`src/rtl/apb_master.sv`:
```
// ----------------------------------------------------------------------------
// apb_master
//   Takes one command at a time from a valid/ready command port. It runs the
//   command as a single APB transfer (SETUP then ACCESS). It then returns the
//   outcome on a valid/ready response port.
//
// Handshake rule, used on both the command and the response port:
//   A beat transfers on a rising PCLK edge where valid and ready are both 1.
//   The producer holds valid and its payload stable until that edge.
//   The consumer may raise or lower ready at any time.
//   cmd_ready_o is a decode of the registered state only, so it never
//   depends combinationally on cmd_valid_i.
//
// Parameters
//   ADDR_WIDTH      APB / command address width
//   DATA_WIDTH      APB / command data width
//   TIMEOUT_CYCLES  number of ACCESS cycles with PREADY low before the
//                   transfer is aborted (>= 1)
//
// Ports
//   PCLK, PRESETn           clock, synchronous active-low reset
//   cmd_valid_i/ready_o     command handshake
//   cmd_write_i/addr_i/wdata_i  command payload
//   rsp_valid_o/ready_i     response handshake
//   rsp_rdata_o/err_o/timeout_o response payload
//   PSEL..PWDATA            APB requester outputs, all straight from flops
//   PRDATA, PREADY, PSLVERR APB completer inputs
//   dbg_state               current FSM state (0 IDLE, 1 SETUP, 2 ACCESS, 3 RESP)
// ----------------------------------------------------------------------------
module apb_master #(
    parameter int ADDR_WIDTH     = 32,
    parameter int DATA_WIDTH     = 32,
    parameter int TIMEOUT_CYCLES = 16
) (
    input  logic                  PCLK,
    input  logic                  PRESETn,
    input  logic                  cmd_valid_i,
    output logic                  cmd_ready_o,
    input  logic                  cmd_write_i,
    input  logic [ADDR_WIDTH-1:0] cmd_addr_i,
    input  logic [DATA_WIDTH-1:0] cmd_wdata_i,
    output logic                  rsp_valid_o,
    input  logic                  rsp_ready_i,
    output logic [DATA_WIDTH-1:0] rsp_rdata_o,
    output logic                  rsp_err_o,
    output logic                  rsp_timeout_o,
    output logic                  PSEL,
    output logic                  PENABLE,
    output logic                  PWRITE,
    output logic [ADDR_WIDTH-1:0] PADDR,
    output logic [DATA_WIDTH-1:0] PWDATA,
    input  logic [DATA_WIDTH-1:0] PRDATA,
    input  logic                  PREADY,
    input  logic                  PSLVERR,
    output logic [1:0]            dbg_state
);

    localparam int CW = (TIMEOUT_CYCLES < 1) ? 1 : $clog2(TIMEOUT_CYCLES + 1);

    typedef enum logic [1:0] {
        S_IDLE   = 2'd0,
        S_SETUP  = 2'd1,
        S_ACCESS = 2'd2,
        S_RESP   = 2'd3
    } state_t;

    state_t        state;
    state_t        state_nx;
    logic [CW-1:0] wait_cnt;

    logic cmd_fire;
    logic xfer_done;
    logic xfer_abort;
    logic last_wait;
    logic psel_d;
    logic penable_d;
    logic rsp_valid_d;

    // wait_cnt holds the number of PREADY-low ACCESS cycles already seen.
    // A PREADY-low cycle when wait_cnt is TIMEOUT_CYCLES-1 brings the count
    // to TIMEOUT_CYCLES, which aborts the transfer. PREADY high on that same
    // cycle still completes normally, because xfer_done is checked first.
    assign last_wait  = (wait_cnt == CW'(TIMEOUT_CYCLES - 1));
    assign cmd_fire   = (state == S_IDLE) && cmd_valid_i;
    assign xfer_done  = (state == S_ACCESS) && PREADY;
    assign xfer_abort = (state == S_ACCESS) && !PREADY && last_wait;

    // ---------------- state register ----------------
    always_ff @(posedge PCLK) begin
        if (!PRESETn) begin
            state <= S_IDLE;
        end else begin
            state <= state_nx;
        end
    end

    // ---------------- next-state logic ----------------
    always_comb begin
        state_nx = state;
        unique case (state)
            S_IDLE:   if (cmd_valid_i) state_nx = S_SETUP;
            S_SETUP:  state_nx = S_ACCESS;
            S_ACCESS: if (xfer_done || xfer_abort) state_nx = S_RESP;
            S_RESP:   if (rsp_ready_i) state_nx = S_IDLE;
            default:  state_nx = S_IDLE;
        endcase
    end

    // ---------------- output decode ----------------
    // The APB strobes and rsp_valid_o are decoded from the next state and
    // then registered. This keeps the pins flop-driven, and they still line
    // up with the state they belong to.
    always_comb begin
        cmd_ready_o = (state == S_IDLE);
        dbg_state   = state;
        psel_d      = (state_nx == S_SETUP) || (state_nx == S_ACCESS);
        penable_d   = (state_nx == S_ACCESS);
        rsp_valid_d = (state_nx == S_RESP);
    end

    // ---------------- APB strobes and wait counter ----------------
    always_ff @(posedge PCLK) begin
        if (!PRESETn) begin
            PSEL        <= 1'b0;
            PENABLE     <= 1'b0;
            rsp_valid_o <= 1'b0;
            wait_cnt    <= '0;
        end else begin
            PSEL        <= psel_d;
            PENABLE     <= penable_d;
            rsp_valid_o <= rsp_valid_d;
            if (state == S_SETUP) begin
                wait_cnt <= '0;
            end else if ((state == S_ACCESS) && !PREADY && !last_wait) begin
                wait_cnt <= wait_cnt + CW'(1);
            end
        end
    end

    // ---------------- command capture ----------------
    // Address, direction and write data are loaded only on acceptance.
    // They hold through the transfer and afterwards, until the next command.
    always_ff @(posedge PCLK) begin
        if (!PRESETn) begin
            PWRITE <= 1'b0;
            PADDR  <= '0;
            PWDATA <= '0;
        end else if (cmd_fire) begin
            PWRITE <= cmd_write_i;
            PADDR  <= cmd_addr_i;
            PWDATA <= cmd_wdata_i;
        end
    end

    // ---------------- response capture ----------------
    // PRDATA and PSLVERR are sampled only on a completing ACCESS cycle.
    // The response fields then hold through RESP.
    always_ff @(posedge PCLK) begin
        if (!PRESETn) begin
            rsp_rdata_o   <= '0;
            rsp_err_o     <= 1'b0;
            rsp_timeout_o <= 1'b0;
        end else if (xfer_done) begin
            rsp_rdata_o   <= PWRITE ? '0 : PRDATA;
            rsp_err_o     <= PSLVERR;
            rsp_timeout_o <= 1'b0;
        end else if (xfer_abort) begin
            rsp_rdata_o   <= '0;
            rsp_err_o     <= 1'b1;
            rsp_timeout_o <= 1'b1;
        end
    end

endmodule

```
`config.mk`:
```
export PLATFORM = sky130hd
export DESIGN_NAME = apb_master
export DESIGN_NICKNAME = d
export VERILOG_FILES = /design/src/rtl/apb_master.sv
export SDC_FILE = /design/constraint.sdc
export NUM_CORES = 1
export LEC_CHECK = 0
export ABC_AREA = 1
export BUFFER_PORTS_ARGS = -buffer_cell sky130_fd_sc_hd__buf_4
export CELL_PAD_IN_SITES_DETAIL_PLACEMENT = 1
export CELL_PAD_IN_SITES_GLOBAL_PLACEMENT = 1
export CORE_MARGIN = 8
export CORE_UTILIZATION = 31
export CTS_CLUSTER_SIZE = 16
export DETAILED_ROUTE_END_ITERATION = 12
export PLACE_DENSITY = 0.79
export SYNTH_ARGS = -nofsm -noshare
export SYNTH_HDL_FRONTEND = slang
export SYNTH_SLANG_ARGS = --single-unit
```
`constraint.sdc`:
```
create_clock -name PCLK -period 1.97 [get_ports PCLK]
set_clock_uncertainty 0.05 [all_clocks]
set_input_delay 0.394 -clock PCLK [delete_from_list [all_inputs] [get_ports PCLK]]
set_output_delay 0.394 -clock PCLK [all_outputs]
set_load 0.1 [all_outputs]
```
-- Word-level counts from Yosys, hierarchy flattened
Cells that the tools add are included.
- flip-flop bits (word level): 109
- input port bits: 103
- output and inout bits: 105
- word-level logic and storage cells: 42
- add/sub/neg operators: 1
- equality and inequality tests: 7
- mux-type cells: 9
- bitwise logic cells: 1
- reduce and logical (&&, ||, !) cells: 13
- operators with widths (cell ; number):
    $mux W32 ; 3
    $eq A2 B2 Y1 const B ; 4
    $pmux W2 S4 ; 1
    $mux W2 ; 3
    $add A5 B1 Y5 const B ; 1
    $eq A5 B4 Y1 const B ; 1
    $logic_and A1 B1 Y1 ; 5
    $eq A2 B1 Y1 const B ; 2
    $reduce_or A2 Y1 ; 2
    $logic_not A1 Y1 ; 2
    $logic_not A2 Y1 ; 1
    $logic_or A1 B1 Y1 ; 2
    $mux W1 ; 2
    $reduce_bool A2 Y1 ; 1
    $not A1 Y1 ; 1

-- Depth between registers and ports, before layout
- depth after elaboration: 8
- gate-level depth with buffers: 10
- mapped depth without buffers: 10

-- Worst setup path before layout
Ideal clock, no wire load.
- path kind: register to register
- start point: reg state[0], in the netlist dbg_state[0]
- end point: reg PSEL
- library setup time: 0.066 ns
- data arrival time: 2.241 ns
- required time: 1.854 ns
- slack: -0.387 ns
- stages on the path, launching flop included: 8
- path buffers: 1
- period minus slack after synthesis: 2.357 ns
- cell sequence: dfxtp_1 > nor2_4 > nand2_4 > buf_6 > nand3_1 > inv_1 > ha_1 > nor2_1
- elaborated cells between the ends (all ways): 15
- those cells by class: eq/ne: 5; mux: 4; reduce/logical: 6
- RTL lines (what ; RTL line ; text):
    from (decl) ; 67 ; state_t state;
    from (signal assigned) ; 93 ; state <= state_nx;
    $logic_not A2 Y1 * ; - ;
    via cmd_ready_o ; 38 ; output logic cmd_ready_o,
    $pmux W2 S4 * ; 100 ; unique case (state)
    via state_nx[0] ; 68 ; state_t state_nx;
    $eq A2 B1 Y1 / $eq A2 B2 Y1 (equally long branches) ; 116 ; psel_d = (state_nx == S_SETUP) || (state_nx == S_ACCESS);
    $logic_or A1 B1 Y1 * ; 116 ;
    to (signal assigned) ; 129 ; PSEL <= psel_d;
    to (decl) ; 47 ; output logic PSEL,
The timed path passes the listed nets; every way through them passes the cells marked *.
A chain may end at the register's enable or synchronous reset.

-- Final worst setup path
- start point: reg wait_cnt[0]
- end point: reg PSEL
- word-level cells in the longest chain between the ends: 7
- elaborated cells between the ends (all ways): 8
- those cells by class: eq/ne: 3; mux: 2; reduce/logical: 3
- RTL lines (what ; RTL line ; text):
    from (decl) ; 69 ; logic [CW-1:0] wait_cnt;
    from (signal assigned) ; 135 ; wait_cnt <= wait_cnt + CW'(1);
    $eq A5 B4 Y1 * ; 83 ; assign last_wait = (wait_cnt == CW'(TIMEOUT_CYCLES - 1));
    $logic_and A1 B1 Y1 * ; 86 ; assign xfer_abort = (state == S_ACCESS) && !PREADY && last_wait;
    $logic_or A1 B1 Y1 * ; 103 ; S_ACCESS: if (xfer_done || xfer_abort) state_nx = S_RESP;
    $mux W2 * ; 103 ;
    $pmux W2 S4 * ; 100 ;
    via state_nx[0] ; 68 ;
    $eq A2 B1 Y1 / $eq A2 B2 Y1 (equally long branches) ; 116 ;
    $logic_or A1 B1 Y1 * ; 116 ;
Marks and branches as above.

==> flow_summary.json <==
{
  "grt_max_degree": 72,
  "final_antenna_net_count": 0,
  "stdcell_count": 872,
  "final.min_clock_period_ns": 1.80,
  "grt_overflow": 0,
  "hpwl_mm": 10.9,
  "cts_tree": "yes",
  "clk_pin_slew_ns": 0.07,
  "grt_first_pass_wirelength_mm": 22.5,
  "timing.hold.ws_ns": 0.232,
  "cts_inserted_buffers": 9,
  "cts_sinks": 109,
  "cts_setup_buffers": 0,
  "fmax_mhz": 554,
  "routedWlPerCell_um": 16.6,
  "first_pass_iters": 4,
  "fill_cells": 1558,
  "grt_pass1_vias": 4286,
  "area_delta_synth_final_pct": 49.2,
  "leakage_nw": 2.72,
  "drc": 0,
  "core_area_um2": 12600,
  "final_cell_area_um2": 5990,
  "drt_iter0_markers": 201,
  "num_io_pins": 208,
  "relSlewSlack_pct": 56.0,
  "dpl_cell_area_um2": 5660,
  "ys_seq_area_share_pct": 54.4,
  "vias": 4042,
  "power_density_nw_per_um2": 1140,
  "drive_gt1_share_pct": 34.5,
  "fp.dieW_um": 130,
  "finish.utilization_pct": 47.5,
  "synth_seq_cells": 109,
  "rsz0062_at_grt": "false",
  "synth_nets": 608,
  "end_kind": "register",
  "dieArea_um2": 16800,
  "nets": 801,
  "syn_avg_cell_area_um2": 8.01,
  "timing.final.crit_share_pct": 91.5,
  "status": "complete, no violations",
  "io_buffer_count": 207,
  "dieHeight_um": 130,
  "worstMarginPinSlew_ns": 0.661,
  "drt-vias-per-instance": 4.64,
  "ir_drop_v": 0.000434,
  "root_buffer": "clkbuf_16",
  "drt-total-wl_mm": 14.5,
  "required_ns": 2.18,
  "dp.cells": 855,
  "ys.warnings.count": 0,
  "startpoint_type": "register",
  "clock_latency_ns": 0.35,
  "netlist_instances": 501,
  "layout_commonest_cell": "buf_4",
  "grt_usage_pct": 17.1,
  "postCtsHoldBufs": 0,
  "htreeDepth": 3,
  "critical_path_arrival_ns": 2.02,
  "place_ws_ns": 0.119,
  "hold_viol": 0,
  "layout_setup_ws_ns": 0.167,
  "worst-path-max-fanout": 5,
  "rows": 41,
  "start_util_pct": 31.8,
  "path_class": "reg2reg",
  "fin_setup_tns_ns": 0,
  "ys_types": 24,
  "clockBufferDepth": 2,
  "place.gp.congestion": 0.761,
  "grt_antenna_before_repair": 1,
  "final_cell_mix": "212 x buf_4, 138 x nor2_1, 107 x dfxtp_1",
  "synth_area_um2": 4010,
  "report.final.setup_viol": 0,
  "power_mw": 6.80,
  "hp-class": "in2reg",
  "cap_violations": 0,
  "final_max_slew_viol_count": 0
}
## metal layers
| metal | up-vias | track usage [%] | wire (um) |
|---|---|---|---|
| li1 | 2005 | - | - |
| met1 | 1886 | 17.8 | 5580 |
| met2 | 129 | 30.9 | 7490 |
| met3 | 22 | 4.73 | 1020 |
| met4 | 0 | 8.88 | 420 |
| met5 | - | 0 | 0 |
## logic make-up (layout without fill, tap and decap cells)
group                      count (synthesis)  after routing  share of synthesized area (%)
DFF                                      109            109                           54.4
other                                      0              1                              0
buffers and inverters                     49            247                           6.98
adders and majority gates                  4              4                           1.25
AOI/OAI and AO/OA                        106            106                           13.5
and+or+nand+nor                          232            232                           23.7
xor gates and xnor gates                   1              1                          0.218
## cells in the mapped netlist
cell | count | area share, %
buf_4 | 8 | 1.5
inv_4 | 1 | 0.16
nand4_1 | 1 | 0.16
clkbuf_1 | 11 | 1.0
buf_2 | 5 | 0.62
clkbuf_2 | 1 | 0.12
ha_1 | 4 | 1.2
clkbuf_4 | 1 | 0.19
xor2_1 | 1 | 0.22
inv_1 | 13 | 1.2
a31oi_1 | 1 | 0.16
a21oi_1 | 37 | 4.6
inv_2 | 1 | 0.093
nand3_1 | 37 | 4.6
clkinv_1 | 1 | 0.093
o21ai_1 | 30 | 3.7
o21ai_4 | 1 | 0.41
nor2_4 | 3 | 0.84
nand2_4 | 1 | 0.28
o21ai_0 | 37 | 4.6
nand2_1 | 52 | 4.9
dfxtp_1 | 109 | 54
buf_6 | 7 | 2.0
nor2_1 | 138 | 13
## repair_timing
action                     in CTS  in global routing
hold endpoints to repair        0                  0
setup endpoints to repair       0                 10
resized for setup               0                  2
## final timing paths
| check | cells after the start | slack, ns | startpoint | to |
|---|---|---|---|---|
| max | 9 | 0.17 | wait_cnt[0] | PSEL |
| min | 3 | 0.23 | cmd_wdata_i[5] | PWDATA[5] |
| max reg2reg | 9 | 0.17 | wait_cnt[0] | PSEL |
| min reg2reg | 2 | 0.42 | rsp_rdata_o[13] | rsp_rdata_o[13] |
## flip-flops by register name, summed over array words and instances (netlist names)
signal,cells
PSEL,1
rsp_timeout_o,1
rsp_rdata_o,32
PENABLE,1
PWDATA,32
PADDR,32
dbg_state,2
PWRITE,1
wait_cnt,5
rsp_valid_o,1
rsp_err_o,1
## critical path, stage by stage (launching register included)
cell,delay [ns]
dfxtp_1,0.41
ha_1,0.21
nand2_1,0.06
nor2_1,0.12
ha_2,0.25
o21ai_4,0.07
nand3_1,0.09
inv_1,0.07
ha_1,0.30
nor2_1,0.10
## layout make-up
type                            count  area (um^2)  area share [%]
Clock buffer                       10          239            3.99
Antenna cell                        1         2.50          0.0418
Multi-Input combinational cell    343         1550            25.9
Inverter                           16         62.6            1.04
Tap cell                          172          215            3.59
Sequential cell                   109         2190            36.6
Clock inverter                      6         83.8            1.40
Timing Repair Buffer              215         1640            27.4
## report_power, final
| part | total [mW] | internal [mW] | switching, mW | leakage, nW |
|---|---|---|---|---|
| Sequential | 2.50 | 2.39 | 0.107 | 0.896 |
| Clock | 1.96 | 1.15 | 0.813 | 0.163 |
| Combinational | 2.34 | 0.522 | 1.82 | 1.66 |
Note: power is estimated with default switching activity, not from simulation.
